[config.mk]
export PLATFORM = sky130hd
export DESIGN_NAME = bcd_converter_flat
export DESIGN_NICKNAME = d
export VERILOG_FILES = /design/src/rtl/bcd_converter_if.sv /design/src/rtl/bcd_converter.sv /design/src/flat_wrapper.sv
export SDC_FILE = /design/constraint.sdc
export NUM_CORES = 1
export LEC_CHECK = 0
export CAP_MARGIN = 40
export CORE_UTILIZATION = 45
export CTS_CLUSTER_SIZE = 12
export DETAILED_ROUTE_END_ITERATION = 8
export PLACE_DENSITY = 0.77
export SLEW_MARGIN = 30
export SYNTH_ARGS = -nofsm -noshare
export SYNTH_HDL_FRONTEND = slang
export SYNTH_SLANG_ARGS = --single-unit
export TNS_END_PERCENT = 30
[constraint.sdc]
create_clock -name clk_i -period 1.5 [get_ports clk_i]
set_input_delay 0.225 -clock clk_i [delete_from_list [all_inputs] [get_ports clk_i]]
set_output_delay 0.225 -clock clk_i [all_outputs]
set_load 0.02 [all_outputs]
[src/rtl/bcd_converter_if.sv]
// rtl/bcd_converter_if.sv - handshake and result bundle for bcd_converter
//
// Ports (slave = converter side):
//   in_valid  in   : in_data is valid this cycle
//   in_data   in   : unsigned binary value, IN_W bits
//   in_ready  out  : converter can accept a value this cycle
//   bcd_out   out  : NDIG packed BCD nibbles, digit 0 in bits [3:0]
//   out_valid out  : one-cycle pulse when bcd_out carries a new result
//   busy      out  : conversion in progress
interface bcd_converter_if #(
   parameter int IN_W = 16,
   parameter int NDIG = 5
);
   logic              in_valid;
   logic [IN_W-1:0]   in_data;
   logic              in_ready;
   logic [4*NDIG-1:0] bcd_out;
   logic              out_valid;
   logic              busy;

   modport master (
      output in_valid, in_data,
      input  in_ready, bcd_out, out_valid, busy
   );

   modport slave (
      input  in_valid, in_data,
      output in_ready, bcd_out, out_valid, busy
   );
endinterface

[src/rtl/bcd_converter.sv]
// rtl/bcd_converter.sv - sequential double-dabble binary to BCD converter
//
// Ports:
//   clk_i    : sole clock, rising edge
//   reset_i  : synchronous active-high reset
//   bus_if   : bcd_converter_if.slave (accept handshake, BCD result, busy)
// One conversion takes IN_W shift cycles plus one DONE cycle; a new value is
// only accepted in IDLE.
module bcd_converter #(
   parameter int IN_W     = 16,
   parameter int NDIG     = 5,
   parameter bit BLANK_LZ = 1'b1
) (
   input  logic            clk_i,
   input  logic            reset_i,
   bcd_converter_if.slave  bus_if
);
   localparam int CNT_W = $clog2(IN_W + 1);
   localparam int ACC_W = 4 * NDIG;

   typedef enum logic [1:0] {
      IDLE  = 2'd0,
      SHIFT = 2'd1,
      DONE  = 2'd2
   } state_t;

   state_t           state_q, state_d;
   logic [CNT_W-1:0] cnt_q, cnt_d;
   logic [IN_W-1:0]  sh_q, sh_d;
   logic [ACC_W-1:0] acc_q, acc_d;
   logic [ACC_W-1:0] bcd_q, bcd_d;
   logic             vld_q, vld_d;
   logic [ACC_W-1:0] acc_adj;
   logic [ACC_W-1:0] acc_fmt;

   // Double-dabble correction: any digit >= 5 would overflow past 9 when
   // doubled, so pre-add 3 to carry it into the next digit after the shift.
   always_comb begin
      acc_adj = acc_q;
      for (int i = 0; i < NDIG; i++) begin
         if (acc_q[4*i +: 4] >= 4'd5) begin
            acc_adj[4*i +: 4] = acc_q[4*i +: 4] + 4'd3;
         end
      end
   end

   // Leading-zero blanking: walk from the top digit down while digits are
   // zero; digit 0 is never blanked so a value of zero still shows "0".
   always_comb begin
      logic lead;
      acc_fmt = acc_q;
      lead    = 1'b1;
      for (int i = NDIG - 1; i >= 1; i--) begin
         if (lead && (acc_q[4*i +: 4] == 4'd0)) begin
            if (BLANK_LZ) begin
               acc_fmt[4*i +: 4] = 4'hF;
            end
         end else begin
            lead = 1'b0;
         end
      end
   end

   always_comb begin
      state_d = state_q;
      cnt_d   = cnt_q;
      sh_d    = sh_q;
      acc_d   = acc_q;
      bcd_d   = bcd_q;
      vld_d   = 1'b0;
      case (state_q)
         IDLE: begin
            if (bus_if.in_valid) begin
               sh_d    = bus_if.in_data;
               acc_d   = '0;
               cnt_d   = CNT_W'(IN_W);
               state_d = SHIFT;
            end
         end
         SHIFT: begin
            acc_d = {acc_adj[ACC_W-2:0], sh_q[IN_W-1]};
            sh_d  = {sh_q[IN_W-2:0], 1'b0};
            cnt_d = cnt_q - CNT_W'(1);
            // The edge that consumes the last bit moves straight to DONE.
            if (cnt_q == CNT_W'(1)) begin
               state_d = DONE;
            end
         end
         DONE: begin
            bcd_d   = acc_fmt;
            vld_d   = 1'b1;
            state_d = IDLE;
         end
         default: begin
            state_d = IDLE;
         end
      endcase
   end

   always_ff @(posedge clk_i) begin
      if (reset_i) begin
         state_q <= IDLE;
         cnt_q   <= '0;
         sh_q    <= '0;
         acc_q   <= '0;
         bcd_q   <= {NDIG{4'hF}};
         vld_q   <= 1'b0;
      end else begin
         state_q <= state_d;
         cnt_q   <= cnt_d;
         sh_q    <= sh_d;
         acc_q   <= acc_d;
         bcd_q   <= bcd_d;
         vld_q   <= vld_d;
      end
   end

   assign bus_if.in_ready  = (state_q == IDLE);
   assign bus_if.busy      = (state_q == SHIFT) || (state_q == DONE);
   assign bus_if.bcd_out   = bcd_q;
   assign bus_if.out_valid = vld_q;
endmodule

[src/flat_wrapper.sv]
// flat-port wrapper written by rule: the top's interface ports become plain ports
module bcd_converter_flat 
#(
   parameter int IN_W     = 16,
   parameter int NDIG     = 5,
   parameter bit BLANK_LZ = 1'b1
)
  (clk_i, reset_i, bus_if_in_valid, bus_if_in_data, bus_if_in_ready, bus_if_bcd_out, bus_if_out_valid, bus_if_busy);
  bcd_converter_if #(.IN_W(IN_W), .NDIG(NDIG)) bus_if_i ();
  input  logic clk_i;
  input  logic reset_i;
  input wire logic [$bits(bus_if_i.in_valid)-1:0] bus_if_in_valid;
  input wire logic [$bits(bus_if_i.in_data)-1:0] bus_if_in_data;
  output wire logic [$bits(bus_if_i.in_ready)-1:0] bus_if_in_ready;
  output wire logic [$bits(bus_if_i.bcd_out)-1:0] bus_if_bcd_out;
  output wire logic [$bits(bus_if_i.out_valid)-1:0] bus_if_out_valid;
  output wire logic [$bits(bus_if_i.busy)-1:0] bus_if_busy;
  assign bus_if_i.in_valid = bus_if_in_valid;
  assign bus_if_i.in_data = bus_if_in_data;
  assign bus_if_in_ready = bus_if_i.in_ready;
  assign bus_if_bcd_out = bus_if_i.bcd_out;
  assign bus_if_out_valid = bus_if_i.out_valid;
  assign bus_if_busy = bus_if_i.busy;
  bcd_converter #(.IN_W(IN_W), .NDIG(NDIG), .BLANK_LZ(BLANK_LZ)) u_core (.clk_i(clk_i), .reset_i(reset_i), .bus_if(bus_if_i));
endmodule
==> key figures, run 1 <==
Yosys
  – Synth Flop Type: dfxtp_1
  – YS warnings: 0
  – Count of flip-flops with a built-in enable after synthesis: 0
  – Syn avg cell area: 9.40 um2
  – Synth unique cells: 46
  – Net Count, Synth: 363
  – Ys async rst share: 0%
  – Post-Synthesis Cells: 326
  – Register area share after synthesis: 41.8%
  – Yosys top cell by area: dfxtp_1
  – Mapped cell area: 0.00307 mm2
  – Synth top area cells: dfxtp_1 42%, ha_1 7.3%, mux2i_1 6.5%
  – Yosys reg bits: 64
  – Share of the synthesized area in the top cell type: 41.8%

Cells and area
  – Cell area after layout: 0.00426 mm2
  – Layout fillers: 525
  – Most frequent cells in the layout: 59 x dfxtp_1, 43 x buf_4, 32 x nor2_1
  – Area growth from synthesis to layout: 38.8%
  – Commonest non-fill, non-tap cell in the layout: dfxtp_1
  – Ant diodes: 0
  – Post-layout nets: 446
  – Layout cells sized above 1: 29.0%
  – Util after Layout: 65.9%

Timing
  – Setup WS post-layout: -0.0116 ns
  – Max-slew violation count: 0
  – Final hold slack: 0.323 ns
  – Tightest Pin Transition: 0.323 ns
  – Clk_skew: 0.0108 ns
  – Unrepaired setup endpoints after global routing: yes
  – Period utilization: 101%
  – Final Setup Violations: 4
  – Tmin final: 1.51 ns
  – Max Fclk: 0.662 GHz
  – Setup total negative slack: -0.0385 ns
  – Final hold violations: 0
  – Slew HR: 78.2%

Clock network
  – Root Driver: clkbuf_8
  – Clk sink count: 64
  – Num CTS Buffers: 9
  – Htree depth: 3
  – Clock transition at the registers of the reported paths: 0.07 ns
  – TritonCTS clock tree: built
  – CTS max path bufs: 2
  – Skew-Pair Late Insertion Delay: 0.35 ns

Pwr
  – Int Pwr: 2960 uW
  – Net switching power: 1050 uW
  – Leakage dissipation: 0.00167 uW
  – Clock power frac: 37.8%
  – Switching part of the total: 26.2%
  – Pwr Density: 942 mW/mm2
  – Gate power share: 16.6%
  – Sequential Power Share: 45.6%
  – Maximum VDD drop: 0.000645 V

Drt
  – Drc violations: 6
  – DR vias: 2663
  – Routed WL: 7.06 mm
  – Vias per std cell: 5.42
  – Initial drt markers: 83
  – Wire length per cell: 14.4 um
  – Pre-antenna DRT Iters: 6
  – Post-DRT Antenna Nets: 0

GRT
  – Gr busiest metal: met2
  – GRT met2 Usage: 35.8%
  – Residual overflow from global routing: 0
  – Met3 usage: 4.82%
  – Largest net degree at the start of global routing: 33
  – Vias in the first global route: 2591
  – Initial antenna violation count: 0
  – GRT Total Usage: 20.7%
  – Met1 track demand over resource: 24.8%
  – First-pass GRT wire length: 11.8 mm

Min path
  – Worst min-delay path category: input pin to flop

Die
  – Die width: 84.5 um
  – Die area: 0.00715 mm2
  – Initial Util: 47.5%
  – IO Count: 42
  – Core Region: 0.00646 mm2
  – Die H: 84.5 um
  – Number of placement rows: 29

Placed design
  – Area after DPL: 0.00386 mm2
  – Buffers on Ports: 41
  – Post-DP HPWL: 4.76 mm
  – Routability-driven placement congestion ratio: 0.800

Setup path
  – WS Path Type: flop to flop
  – CP max FO: 4
  – Type of origin of the critical path: flop
  – WP data arrival: 1.81 ns
  – CP Capture Type: flop
  – Required time of the critical path: 1.80 ns

Flow run
  – Max Cap Viol: 0

Status
  – Outcome: finished, violations left
  – Failing checks: design-rule violations, negative setup slack
==> cell families (layout without fill, tap and decap cells) <==
kind of cell / after synthesis / count (layout) / share of synthesized area (%)
adders and majority gates: 18 / 18 / 7.35
and+or+nand+nor: 97 / 97 / 17.0
AOI/OAI and AO/OA: 86 / 86 / 20.2
DFF: 64 / 64 / 41.8
xor gates and xnor gates: 6 / 6 / 1.71
muxes: 21 / 21 / 6.90
buffers and inverters: 34 / 122 / 4.98
==> cell usage after synthesis (2+ instances only) <==
cell,number
and2b_1,2
o21bai_1,5
o21ai_1,2
nor3_1,4
dfxtp_1,64
nor2_1,35
nand4_1,2
nand2_1,14
buf_6,2
xnor2_1,5
a21oi_1,15
clkbuf_1,8
inv_1,15
nand2b_1,9
nor3b_1,13
nand3_1,2
a22o_1,5
a211o_1,4
o32a_2,4
o22ai_1,3
ha_1,18
o41ai_1,5
mux2i_1,20
buf_2,8
a211oi_1,18
nor2b_1,6
o21ai_0,12
a31oi_1,3
or2_2,2
a32oi_1,5
==> what timing repair did <==
action,4_1_cts,5_1_grt
hold endpoints to repair,0,0
resized for setup,39,36
setup endpoints to repair,50,57
pin swaps,7,8
setup buffers,3,1
hold buffers,0,0
==> sequential cells by signal, summed over array words and instances, names as in the netlist <==
register and flops:
u_core.cnt_q 5, u_core.acc_q 20, u_core.state_q 2, u_core.sh_q 16, u_core.bus_if.out_valid 1, u_core.bus_if.bcd_out 20
==> through the flow <==
| step | instances | total power [uW] | setup WS (ns) |
|---|---|---|---|
| finish | 491 | 4010 | -0.0116 |
| global route | 491 | 4180 | -0.0717 |
| CTS | 490 | 3990 | -0.0436 |
| detailed placement | 471 | 2460 | -0.202 |
| global placement | 471 | 2440 | -0.144 |
| floorplan | 326 | 2260 | -0.0191 |
==> power groups by stage <==
stage | Clock (uW) | Sequential [uW] | Combinational, uW
after global placement | 0 | 1860 | 582
final | 1520 | 1830 | 666
after floorplan | 0 | 1850 | 408
after CTS | 1540 | 1820 | 623
after global routing | 1620 | 1840 | 730
after detailed placement | 0 | 1860 | 601
==> worst max-delay path, stage by stage, from the launching register on <==
cell and delay, ns:
dfxtp_2 0.33, inv_2 0.08, ha_4 0.14, or3b_4 0.38, nand3b_4 0.20, o21ai_4 0.18, o32a_2 0.15
==> worst paths after layout <==
| check | from | end | slack (ns) | depth (start not counted) |
|---|---|---|---|---|
| max | u_core.acc_q[17]$_SDFFE_PP0P_ | u_core.bus_if.bcd_out[7]$_SDFFE_PP1P_ | -0.01 | 6 |
| min | reset_i | u_core.acc_q[4]$_SDFFE_PP0P_ | 0.32 | 3 |
| max reg2reg | u_core.acc_q[17]$_SDFFE_PP0P_ | u_core.bus_if.bcd_out[7]$_SDFFE_PP1P_ | -0.01 | 6 |
| min reg2reg | u_core.acc_q[9]$_SDFFE_PP0P_ | u_core.acc_q[9]$_SDFFE_PP0P_ | 0.45 | 2 |
==> area by class of cell <==
type	count	area [um2]	area share, %
Sequential cell	64	1290	30.3
Inverter	16	60.1	1.41
Timing Repair Buffer	90	800	18.8
Tap cell	77	96.3	2.26
Clock buffer	13	159	3.73
Multi-Input combinational cell	228	1810	42.6
Clock inverter	3	40.0	0.941
==> layer usage <==
metal / wire [um] / up-vias
met4: 104 / 0
met2: 3580 / 51
met1: 3120 / 1266
met5: 0 / -
li1: - / 1338
met3: 256 / 8
(Power assumes the default switching activity.)
==> run 2, diff against run 1 <==
--- a/config.mk
+++ b/config.mk
@@ -6,10 +6,11 @@
 export NUM_CORES = 1
 export LEC_CHECK = 0
 export CAP_MARGIN = 40
-export CORE_UTILIZATION = 45
+export CORE_MARGIN = 4
+export CORE_UTILIZATION = 50
 export CTS_CLUSTER_SIZE = 12
 export DETAILED_ROUTE_END_ITERATION = 8
-export PLACE_DENSITY = 0.77
+export PLACE_DENSITY = 0.81
 export SLEW_MARGIN = 30
 export SYNTH_ARGS = -nofsm -noshare
 export SYNTH_HDL_FRONTEND = slang
==> constraint.sdc (replaced) <==
create_clock -name clk_i -period 1.4 [get_ports clk_i]
set_input_delay 0.21 -clock clk_i [delete_from_list [all_inputs] [get_ports clk_i]]
set_output_delay 0.21 -clock clk_i [all_outputs]
set_load 0.02 [all_outputs]
==> run 2 against run 1 <==
The run ends with negative setup slack left; worst setup slack worse by 0.14 ns; wire length is 22% higher; core utilization up 12 points; clock skew grew 0.0015 ns; maximum frequency decreased by 2.6%; via count increased by 8.6%; total power up 22%; clock power is 29% higher; combinational power rose by 42%; worst hold slack improved by 0.0036 ns; critical endpoint is now u_core.acc_q[19]$_SDFFE_PP0P_.
==> key figures, run 2 (same netlist as run 1, synthesis figures left out) <==
Setup path
  – CP max FO: 3 (was 4)
  – CP Capture Type: flop (unchanged)
  – WP data arrival: 1.84 ns (was 1.81 ns)
  – Worst R2R Path Depth: 8 (was 6)
  – Flop-to-flop setup slack: -0.15 ns (was -0.01 ns)
  – Crit path max-delay cell type: dfxtp_2 (was or3b_4)
  – Required time of the critical path: 1.69 ns (was 1.80 ns)
  – WS Path Type: flop to flop (unchanged)
  – Crit Reg-Reg Endpoint: u_core.acc_q[19]$_SDFFE_PP0P_ (was u_core.bus_if.bcd_out[7]$_SDFFE_PP1P_)
  – Crit path largest cell delay: 0.37 ns (was 0.38 ns)
  – Family with the most delay on the worst path: buffers and inverters (was simple AND/OR/NAND/NOR gates)
  – Launching point of the worst reg2reg path: u_core.acc_q[16]$_SDFFE_PP0P_ (was u_core.acc_q[17]$_SDFFE_PP0P_)
  – Crit-path cells: inv_2 > ha_4 > buf_4 > buf_4 > buf_4 > o41ai_2 > a32oi_1 > nor2_1 (was inv_2 > ha_4 > or3b_4 > nand3b_4 > o21ai_4 > o32a_2)
  – Cell mode on critical path: buf_4
  – Type of origin of the critical path: flop (unchanged)
  – Buffers & Inverters on Critical Path: 4 (was 1)

Drt
  – Wire length per cell: 17.1 um (was 14.4 um)
  – Routed WL: 8.60 mm (was 7.06 mm)
  – Vias per std cell: 5.76 (was 5.42)
  – Pre-antenna DRT Iters: 4 (was 6)
  – Initial drt markers: 212 (was 83)
  – Post-DRT Antenna Nets: 0 (unchanged)
  – DR vias: 2893 (was 2663)
  – Drc violations: 0 (was 6)

Status
  – Outcome: finished, violations left (unchanged)
  – Failing checks: negative setup slack (was design-rule violations, negative setup slack)

GRT
  – Residual overflow from global routing: 0 (unchanged)
  – Vias in the first global route: 2734 (was 2591)
  – First-pass GRT wire length: 12.4 mm (was 11.8 mm)
  – Initial antenna violation count: 0 (unchanged)
  – GRT Total Usage: 21.0% (was 20.7%)
  – Largest net degree at the start of global routing: 34 (was 33)

Pwr
  – Leakage dissipation: 0.00179 uW (was 0.00167 uW)
  – Pwr Density: 1050 mW/mm2 (was 942 mW/mm2)
  – Maximum VDD drop: 0.000942 V (was 0.000645 V)
  – Tot Pwr: 4890 uW (was 4010 uW)

Die
  – Core Region: 0.00592 mm2 (was 0.00646 mm2)
  – Die width: 86.3 um (was 84.5 um)
  – Die area: 0.00745 mm2 (was 0.00715 mm2)
  – IO Count: 42 (unchanged)
  – Die H: 86.3 um (was 84.5 um)
  – Initial Util: 51.8% (was 47.5%)
  – Number of placement rows: 28 (was 29)

Clock network
  – CTS max path bufs: 2 (unchanged)
  – TritonCTS clock tree: built (unchanged)
  – Clock transition at the registers of the reported paths: 0.08 ns (was 0.07 ns)
  – Hold buffer count at CTS: 0 (unchanged)
  – Num CTS Buffers: 9 (unchanged)
  – Skew-Pair Late Insertion Delay: 0.35 ns (about the same)
  – Root Driver: clkbuf_8 (unchanged)
  – Htree depth: 3 (unchanged)
  – Clk sink count: 64 (unchanged)

Cells and area
  – Ant diodes: 0 (unchanged)
  – Layout cells sized above 1: 39.3% (was 29.0%)
  – Most frequent cells in the layout: 56 x dfxtp_1, 49 x buf_4, 21 x dlygate4sd2_1 (was 59 x dfxtp_1, 43 x buf_4, 32 x nor2_1)
  – Final std cells w/o fill: 502 (was 491)
  – Area growth from synthesis to layout: 51.4% (was 38.8%)
  – Post-layout nets: 459 (was 446)
  – Commonest non-fill, non-tap cell in the layout: dfxtp_1 (unchanged)

Timing
  – Clk_skew: 0.0123 ns (was 0.0108 ns)
  – Period utilization: 111% (was 101%)
  – Final Setup Violations: 51 (was 4)
  – Final hold violations: 0 (unchanged)
  – Max Fclk: 0.645 GHz (was 0.662 GHz)
  – Setup total negative slack: -4.15 ns (was -0.0385 ns)
  – Slew HR: 74.7% (was 78.2%)
  – Unrepaired setup endpoints after global routing: yes (unchanged)
  – Max-slew violation count: 0 (unchanged)
  – Tmin final: 1.55 ns (was 1.51 ns)
  – Setup WS post-layout: -0.152 ns (was -0.0116 ns)
  – Tightest Pin Transition: 0.379 ns (was 0.323 ns)
  – Final hold slack: 0.327 ns (was 0.323 ns)

Placed design
  – Routability-driven placement congestion ratio: 0.776 (was 0.800)
  – Placed Instances: 472 (was 471)
  – Setup WS pre-CTS: -0.370 ns (was -0.202 ns)
  – Buffers on Ports: 41 (unchanged)
  – Post-DP HPWL: 4.99 mm (was 4.76 mm)

Flow run
  – Max Cap Viol: 0 (unchanged)

Min path
  – Worst min-delay path category: input pin to flop (unchanged)
  – Hold_sp: reset_i (unchanged)
  – Hold EP: u_core.sh_q[11]$_SDFFE_PP0P_ (was u_core.acc_q[4]$_SDFFE_PP0P_)
  – Hold Path Stages: 3 (unchanged)
==> run 2: changes by cell type in the layout (fill, tap and decap cells not counted), sizes merged <==
cell           delta
dlygate4sd2       +2
clkdlybuf4s15     -1
clkinv            +1
clkinvlp          +1
bufinv            +2
buf              +11
clkbuf            -1
dlymetal6s2s      -2
==> run 2: timing repair <==
action	4_1_cts	5_1_grt
endpoints found under the setup margin	76	57
pin swaps	11	16
gates cloned	0	4
gates resized for setup	65	64
setup buffers	4	6
==> run 2: final cells by class <==
cell class / instances / area [um2]
fillers: 370 / 1280
inverters: 16 / 62.6
flip-flops and latches: 64 / 1290
clock buffers: 9 / 124
multi-input cells: 228 / 2000
clock inverters: 7 / 120
repair buffers: 103 / 946
well taps: 75 / 93.8
==> run 2: metrics by stage <==
| stage | instance area, um2 | util (%) |
|---|---|---|
| after global routing | 4640 | 78.4 |
| after detailed placement | 3900 | 65.9 |
| after global placement | 3900 | 65.9 |
| final | 4640 | 78.4 |
| after floorplan | 3140 | - |
| after CTS | 4250 | 71.7 |
==> run 2: metal layers <==
layer	part of all wire [%]	track usage (%)	wire [um]
met1	39	22.9	3360
met2	54	37.8	4620
met3	4.3	5.32	374
met4	2.8	9.77	244
met5	0	0	0
==> run 2: worst max-delay path by stage <==
stage / start / end / slack (ns) / depth (start not counted)
floorplan: u_core.state_q[1]$_SDFFE_PP0P_ / u_core.acc_q[4]$_SDFFE_PP0P_ / -0.05 / 8
global placement: bus_if_in_valid / u_core.acc_q[4]$_SDFFE_PP0P_ / -0.32 / 4
detailed placement: bus_if_in_valid / u_core.acc_q[4]$_SDFFE_PP0P_ / -0.37 / 4
CTS: u_core.acc_q[16]$_SDFFE_PP0P_ / u_core.bus_if.bcd_out[7]$_SDFFE_PP1P_ / -0.13 / 6
global route: u_core.state_q[0]$_SDFFE_PP0P_ / u_core.sh_q[9]$_SDFFE_PP0P_ / -0.21 / 6
finish: u_core.acc_q[16]$_SDFFE_PP0P_ / u_core.acc_q[19]$_SDFFE_PP0P_ / -0.15 / 8
==> run 2: tightest hold or removal path, stage by stage <==
cell and delay, ns:
buf_2 0.17, buf_4 0.20, a211oi_2 0.04
==> run 2: power breakdown <==
part	internal (uW)	switching (uW)	leakage, uW
clock	1180	773	0.000119
sequential	1900	78.1	0.000525
combinational	477	471	0.00115
total	3560	1320	0.00179
